<file path="src/rtl/gcm_pkg.sv">
// Shared types and constants for the GCM GHASH datapath.
package gcm_pkg;

    // GCM-native bit order: index 0 is the x^0 coefficient.
    typedef logic [0:127] block_t;

    // Reduction constant: 0xE1 followed by 120 zero bits.
    localparam block_t GCM_R = {8'hE1, 120'h0};

    // Command opcodes; 2'b11 is reserved.
    typedef enum logic [1:0] {
        OP_INIT  = 2'b00,
        OP_BLOCK = 2'b01,
        OP_FINAL = 2'b10
    } ghash_op_e;

    // Engine state.
    typedef enum logic {
        IDLE = 1'b0,
        MULT = 1'b1
    } state_e;

endpackage

</file>
<file path="src/rtl/gf128_mult_digit.sv">
// One digit slice of the bit-serial GF(2^128) multiply: consumes DIGIT_W bits of X.
module gf128_mult_digit
    import gcm_pkg::*;
#(
    parameter int unsigned DIGIT_W = 8
) (
    input  block_t               i_z,
    input  block_t               i_v,
    input  logic [0:DIGIT_W-1]   i_x,
    output block_t               o_z,
    output block_t               o_v
);

    block_t z_c;
    block_t v_c;

    // Apply DIGIT_W conditional-accumulate / shift-reduce steps in index order.
    always_comb begin
        z_c = i_z;
        v_c = i_v;
        for (int i = 0; i < int'(DIGIT_W); i++) begin
            if (i_x[i]) begin
                z_c = z_c ^ v_c;
            end
            if (v_c[127]) begin
                v_c = (v_c >> 1) ^ GCM_R;
            end else begin
                v_c = v_c >> 1;
            end
        end
    end

    assign o_z = z_c;
    assign o_v = v_c;

endmodule

</file>
<file path="src/rtl/gcm_ghash_mc.sv">
// Multi-channel GHASH engine: per-channel H/Y contexts sharing one digit-serial multiplier.
module gcm_ghash_mc
    import gcm_pkg::*;
#(
    parameter int unsigned NUM_CH  = 4,
    parameter int unsigned DIGIT_W = 8,
    parameter int unsigned CH_W    = (NUM_CH > 1) ? $clog2(NUM_CH) : 1
) (
    input  logic            clk,
    input  logic            i_rst_n,
    input  logic            i_valid,
    output logic            o_ready,
    input  logic [1:0]      i_op,
    input  logic [CH_W-1:0] i_ch,
    input  block_t          i_block,
    input  block_t          i_mask,
    output logic            o_tag_valid,
    output block_t          o_tag,
    output logic [CH_W-1:0] o_tag_ch,
    output logic            o_err
);

    localparam int unsigned NUM_DIG = 128 / DIGIT_W;
    localparam int unsigned CNT_W   = (NUM_DIG > 1) ? $clog2(NUM_DIG) : 1;
    localparam logic [CNT_W-1:0] CNT_LAST = CNT_W'(NUM_DIG - 1);

    state_e            state_q, state_d;
    logic [CNT_W-1:0]  cnt_q, cnt_d;
    block_t            x_q, x_d;
    block_t            v_q, v_d;
    block_t            z_q, z_d;
    block_t            mask_q, mask_d;
    block_t            tag_q, tag_d;
    logic [CH_W-1:0]   ch_q, ch_d;
    logic [CH_W-1:0]   tag_ch_q, tag_ch_d;
    logic              fin_q, fin_d;
    logic              tag_valid_q, tag_valid_d;
    logic              err_q, err_d;
    logic [NUM_CH-1:0] chv_q, chv_d;

    block_t            h_q [NUM_CH];
    block_t            y_q [NUM_CH];

    logic              h_we_c;
    logic              y_we_c;
    logic [CH_W-1:0]   ctx_ch_c;
    block_t            y_wdata_c;
    block_t            mul_z_c;
    block_t            mul_v_c;
    logic              in_range_c;

    gf128_mult_digit #(
        .DIGIT_W (DIGIT_W)
    ) u_mult (
        .i_z (z_q),
        .i_v (v_q),
        .i_x (x_q[0:DIGIT_W-1]),
        .o_z (mul_z_c),
        .o_v (mul_v_c)
    );

    assign in_range_c = {1'b0, i_ch} < (CH_W + 1)'(NUM_CH);

    // Command decode, multiply sequencing and context write-back selection.
    always_comb begin
        state_d     = state_q;
        cnt_d       = cnt_q;
        x_d         = x_q;
        v_d         = v_q;
        z_d         = z_q;
        mask_d      = mask_q;
        tag_d       = tag_q;
        ch_d        = ch_q;
        tag_ch_d    = tag_ch_q;
        fin_d       = fin_q;
        chv_d       = chv_q;
        tag_valid_d = 1'b0;
        err_d       = 1'b0;
        h_we_c      = 1'b0;
        y_we_c      = 1'b0;
        ctx_ch_c    = i_ch;
        y_wdata_c   = '0;

        case (state_q)
            IDLE: begin
                if (i_valid) begin
                    if ((i_op == OP_INIT) && in_range_c) begin
                        h_we_c      = 1'b1;
                        y_we_c      = 1'b1;
                        chv_d[i_ch] = 1'b1;
                    end else if (((i_op == OP_BLOCK) || (i_op == OP_FINAL))
                                 && in_range_c && chv_q[i_ch]) begin
                        x_d     = y_q[i_ch] ^ i_block;
                        v_d     = h_q[i_ch];
                        z_d     = '0;
                        ch_d    = i_ch;
                        fin_d   = (i_op == OP_FINAL);
                        mask_d  = i_mask;
                        cnt_d   = '0;
                        state_d = MULT;
                    end else begin
                        err_d = 1'b1;
                    end
                end
            end
            MULT: begin
                z_d   = mul_z_c;
                v_d   = mul_v_c;
                x_d   = x_q << DIGIT_W;
                cnt_d = cnt_q + CNT_W'(1);
                if (cnt_q == CNT_LAST) begin
                    y_we_c    = 1'b1;
                    ctx_ch_c  = ch_q;
                    y_wdata_c = mul_z_c;
                    state_d   = IDLE;
                    if (fin_q) begin
                        tag_d        = mul_z_c ^ mask_q;
                        tag_ch_d     = ch_q;
                        tag_valid_d  = 1'b1;
                        chv_d[ch_q]  = 1'b0;
                    end
                end
            end
            default: state_d = IDLE;
        endcase
    end

    // Control and datapath registers.
    always_ff @(posedge clk or negedge i_rst_n) begin
        if (!i_rst_n) begin
            state_q     <= IDLE;
            cnt_q       <= '0;
            x_q         <= '0;
            v_q         <= '0;
            z_q         <= '0;
            mask_q      <= '0;
            tag_q       <= '0;
            ch_q        <= '0;
            tag_ch_q    <= '0;
            fin_q       <= 1'b0;
            tag_valid_q <= 1'b0;
            err_q       <= 1'b0;
            chv_q       <= '0;
        end else begin
            state_q     <= state_d;
            cnt_q       <= cnt_d;
            x_q         <= x_d;
            v_q         <= v_d;
            z_q         <= z_d;
            mask_q      <= mask_d;
            tag_q       <= tag_d;
            ch_q        <= ch_d;
            tag_ch_q    <= tag_ch_d;
            fin_q       <= fin_d;
            tag_valid_q <= tag_valid_d;
            err_q       <= err_d;
            chv_q       <= chv_d;
        end
    end

    // Context storage; contents are qualified by chv_q so no reset is needed.
    always_ff @(posedge clk) begin
        if (h_we_c) begin
            h_q[ctx_ch_c] <= i_block;
        end
        if (y_we_c) begin
            y_q[ctx_ch_c] <= y_wdata_c;
        end
    end

    assign o_ready     = (state_q == IDLE);
    assign o_tag_valid = tag_valid_q;
    assign o_tag       = tag_q;
    assign o_tag_ch    = tag_ch_q;
    assign o_err       = err_q;

endmodule

</file>
<file path="config.mk">
export PLATFORM = sky130hd
export DESIGN_NAME = gcm_ghash_mc
export DESIGN_NICKNAME = d
export VERILOG_FILES = /design/src/rtl/gcm_pkg.sv /design/src/rtl/gf128_mult_digit.sv /design/src/rtl/gcm_ghash_mc.sv
export SDC_FILE = /design/constraint.sdc
export NUM_CORES = 2
export LEC_CHECK = 0
export BUFFER_PORTS_ARGS = -buffer_cell sky130_fd_sc_hd__buf_2
export CORE_MARGIN = 8
export CORE_UTILIZATION = 40
export CTS_CLUSTER_SIZE = 8
export DETAILED_ROUTE_END_ITERATION = 10
export PLACE_DENSITY = 0.56
export SYNTH_ARGS = -nofsm -noshare
export SYNTH_HDL_FRONTEND = slang
export SYNTH_HIERARCHICAL = 1
export SYNTH_SLANG_ARGS = --single-unit
</file>
<file path="constraint.sdc">
create_clock -name clk -period 13.9 [get_ports clk]
set_input_delay 2.78 -clock clk [delete_from_list [all_inputs] [get_ports clk]]
set_output_delay 2.78 -clock clk [all_outputs]
set_load 0.01 [all_outputs]
</file>
==> flow_results.org <==
** Timing
- Final count of pins violating max slew :: 0
- For the finished layout, the period the worst path requires is 6080 ps.
- On the final layout, the worst clock skew is 52.1 ps.
- Slew @ Worst Pin :: 1150 ps
- Achievable clock frequency :: 164 MHz
- Setup repair after global routing left no endpoint under its margin.
- The number of endpoints with negative hold slack in the final report came to 0.
- For the final routed database, the setup TNS stands at 0 ps.
- Headroom to the max-slew limit came out at 0.235.
- In the finished design, the share of the clock period the worst path needs comes to 0.438.
- Hold WS :: 470 ps
- Setup violations remaining at the end of the flow were counted as 0.

** Critical path
- Depth of the most critical reg-to-reg path :: 6
- STA classifies the critical path startpoint as a primary input.
- Category of the critical setup timing path :: primary input to flip-flop
- Reg2Reg Setup Slack :: 9330 ps
- The worst register-to-register path ends at x_q[11].
- In this run the worst path has a maximum fanout of 132.
- Critical path data arrival time :: 6780 ps
- Critical R2R Launch :: state_q
- Critical Path Sink Type :: flip-flop
- Data required, critical path :: 14590 ps

** Drt
- Vias per cell :: 5.33
- Number of remaining DRC errors :: 0
- The first detailed-routing pass took 5 iterations.
- For this block, the routed nets add up to 226 mm of wire.
- Across all layers, the routed design uses 49004 vias.
- DR iter-0 viols :: 4048
- Once detail routing completed, the nets flagged for antenna violations numbered 0.
- After detailed routing, the average wire length per cell comes to 24.6 µm.

** Place
- Post-Place Cell Area :: 83000 µm²
- Buffers added on ports :: 395
- Detailed placement finished with a half-perimeter wire length of 136 mm.
- Routability Congestion :: 0.775
- In this run, placement finished with an instance count of 8731.

** Global route
- Number of antenna violations at the first check in global routing :: 63
- Summed over all layers, the global routing overflow is 0.
- The first global-routing pass estimated 341 mm of wire.
- The via count of the first global-routing pass was 50515.
- In the global route stage, overall resource usage came out at 0.207.
- Pin count of the biggest net entering global routing :: 188

** Worst hold path
- Number of cells on the worst hold path :: 2
- The worst hold path terminates at o_tag[38].
- Path class of the lowest-slack min-delay path :: flip-flop to flip-flop
- In this run the most critical hold path is launched from o_tag[38].

** Run
- Max-cap violations in this run came to 0.

** Floorplan
- Std cell rows :: 164
- Die outline width :: 463 µm
- The floorplan step defined a die boundary enclosing 214000 µm².
- Number of placed I/O pins :: 396
- The die is 463 µm tall.
- Core region area :: 199000 µm²
- Initial standard-cell utilization of the core :: 0.401

** CTS
- Hold Buf Count CTS :: 0
- Clock-pin slew was measured on the worst setup and hold paths at 50 ps.
- TritonCTS built the clock tree.
- CTS sink count :: 1680
- The clock reaches the later pin of the worst-skew pair after 870 ps.
- Total setup buffers inserted after CTS :: 0
- After clock tree synthesis, the repair step resized 0 gates.
- Maximum count of clock buffers along a single path :: 3
- The H-tree generated during clock tree synthesis spans 4 levels.
- In this run, CTS created clock tree buffers numbering 232.
- CTS Root Cell :: clkbuf_16

** Power
- Highest ir drop seen on vdd :: 0.146 mV
- In this run the power density over the cells is 218 nW/µm².
- Summed over all cells, the static leakage comes to 0.0320 µW.

** Cells and area
- Post-route non-filler standard cell count :: 9189
- The layout has 18051 filler cells.
- In the final layout, the share of cells above drive strength 1 is 0.154.
- After routing the design area is 90000 µm².
- Util after Layout :: 0.452
- Area growth from synthesis to final layout :: 12.7%
- Layout net count :: 6575

** Logic synthesis
- Share of the yosys chip area belonging to registers :: 0.591
- After synthesis the netlist holds a flip-flop and latch count of 1680.
- Synth area leader :: edfxtp_1
- After synthesis, the most frequently instantiated cells are 1299 x nand2_1, 1028 x xnor2_1, 1024 x edfxtp_1.
- Commonest register cell after synthesis :: edfxtp_1
- Of all flip-flops after synthesis, the portion carrying an async set or reset was 0.390.
- Count leader, synth :: nand2_1
- The number of nets handed over by synthesis was 6474.
- The share of synthesized area in the top cell type comes to 0.385.
- Netlist area before placement :: 79800 µm²
- Counting flops with a built-in enable in the synthesized netlist gives 1024.
- Synthesis produced a netlist whose cell count is 6208.
- Top area cells in the synthesized netlist :: edfxtp_1 39%, dfrtp_1 21%, xnor2_1 11%
- Number of distinct library cells after synthesis :: 45
- Synthesis warning total :: 6
- Synthesized area divided by synthesized cell count :: 12.9 µm²

** Status
- Result of the run :: finished clean
report_power, final:
group | switching (µW) | internal [µW] | total (µW)
logic | 4090 | 2870 | 6960
registers | 1160 | 6130 | 7290
clock network | 2170 | 3180 | 5350
total | 7420 | 12200 | 19600
worst max-delay path by stage:
| stage | from | to | cells after the start |
|---|---|---|---|
| 2_1_floorplan | i_ch[1] | y_q[3][0] | 6 |
| 5_1_grt | i_ch[0] | v_q[77] | 7 |
| 6_report | i_ch[0] | x_q[11] | 7 |
| 4_1_cts | i_ch[0] | mask_q[92] | 7 |
| 3_5_place_dp | i_ch[0] | mask_q[84] | 7 |
| 3_3_place_gp | i_ch[0] | mask_q[83] | 7 |
cell type report:
cell class	count	area, µm²	area share
Clock buffer	420	6620	0.0736
Sequential cell	1680	47200	0.525
Multi-Input combinational cell	3931	29900	0.332
Timing Repair Buffer	459	2610	0.0290
Antenna cell	23	57.6	0.000640
Tap cell	2656	3320	0.0369
Clock inverter	15	273	0.00303
Inverter	5	18.8	0.000209
state kept, by name, summed over array words and instances (netlist names):
signal / count
h_q: 512
y_q: 512
mask_q: 128
o_tag: 128
v_q: 128
x_q: 128
z_q: 128
chv_q: 4
cnt_q: 4
ch_q: 2
o_tag_ch: 2
fin_q: 1
o_err: 1
o_tag_valid: 1
state_q: 1
metal layers:
layer / track usage / wire, µm / vias to the layer above
met2: 0.335 / 107000 / 1501
met1: 0.284 / 97900 / 25323
met4: 0.0699 / 7180 / 28
met3: 0.0352 / 13100 / 408
li1: - / - / 21744
met5: 0 / 173 / -
critical path: stages:
cell	delay (ps)
buf_8	570
mux2i_1	460
o22ai_4	140
buf_12	220
nand2_4	990
buf_4	890
o21ai_1	210
layout by cell type (no fill, tap or decap), drive strengths merged, types with 129 or more instances in the layout:
cell    count
a22o      129
a22oi     248
and2      129
buf       459
clkbuf    420
dfrtp     656
edfxtp   1024
mux2      130
mux4      256
nand2    1299
nand3     129
o21ai     264
xnor2    1028
xor2      261
kinds of logic after synthesis:
logic type               share of synthesized area
AO/OA/AOI/OAI                               0.0553
XOR/XNOR                                     0.144
adder cells (fa/ha/maj)                   0.000470
buffers and inverters                       0.0365
flip-flops                                   0.591
multiplexers                                0.0913
AND/OR/NAND/NOR                             0.0812
per-stage QoR:
stage	setup slack, ps	power (µW)
final	7820	19600
after global routing	7640	20600
after CTS	7860	19900
after detailed placement	6940	14400
after global placement	6990	14400
after floorplan	2260	12100
Power figures use the tool's default switching activity.
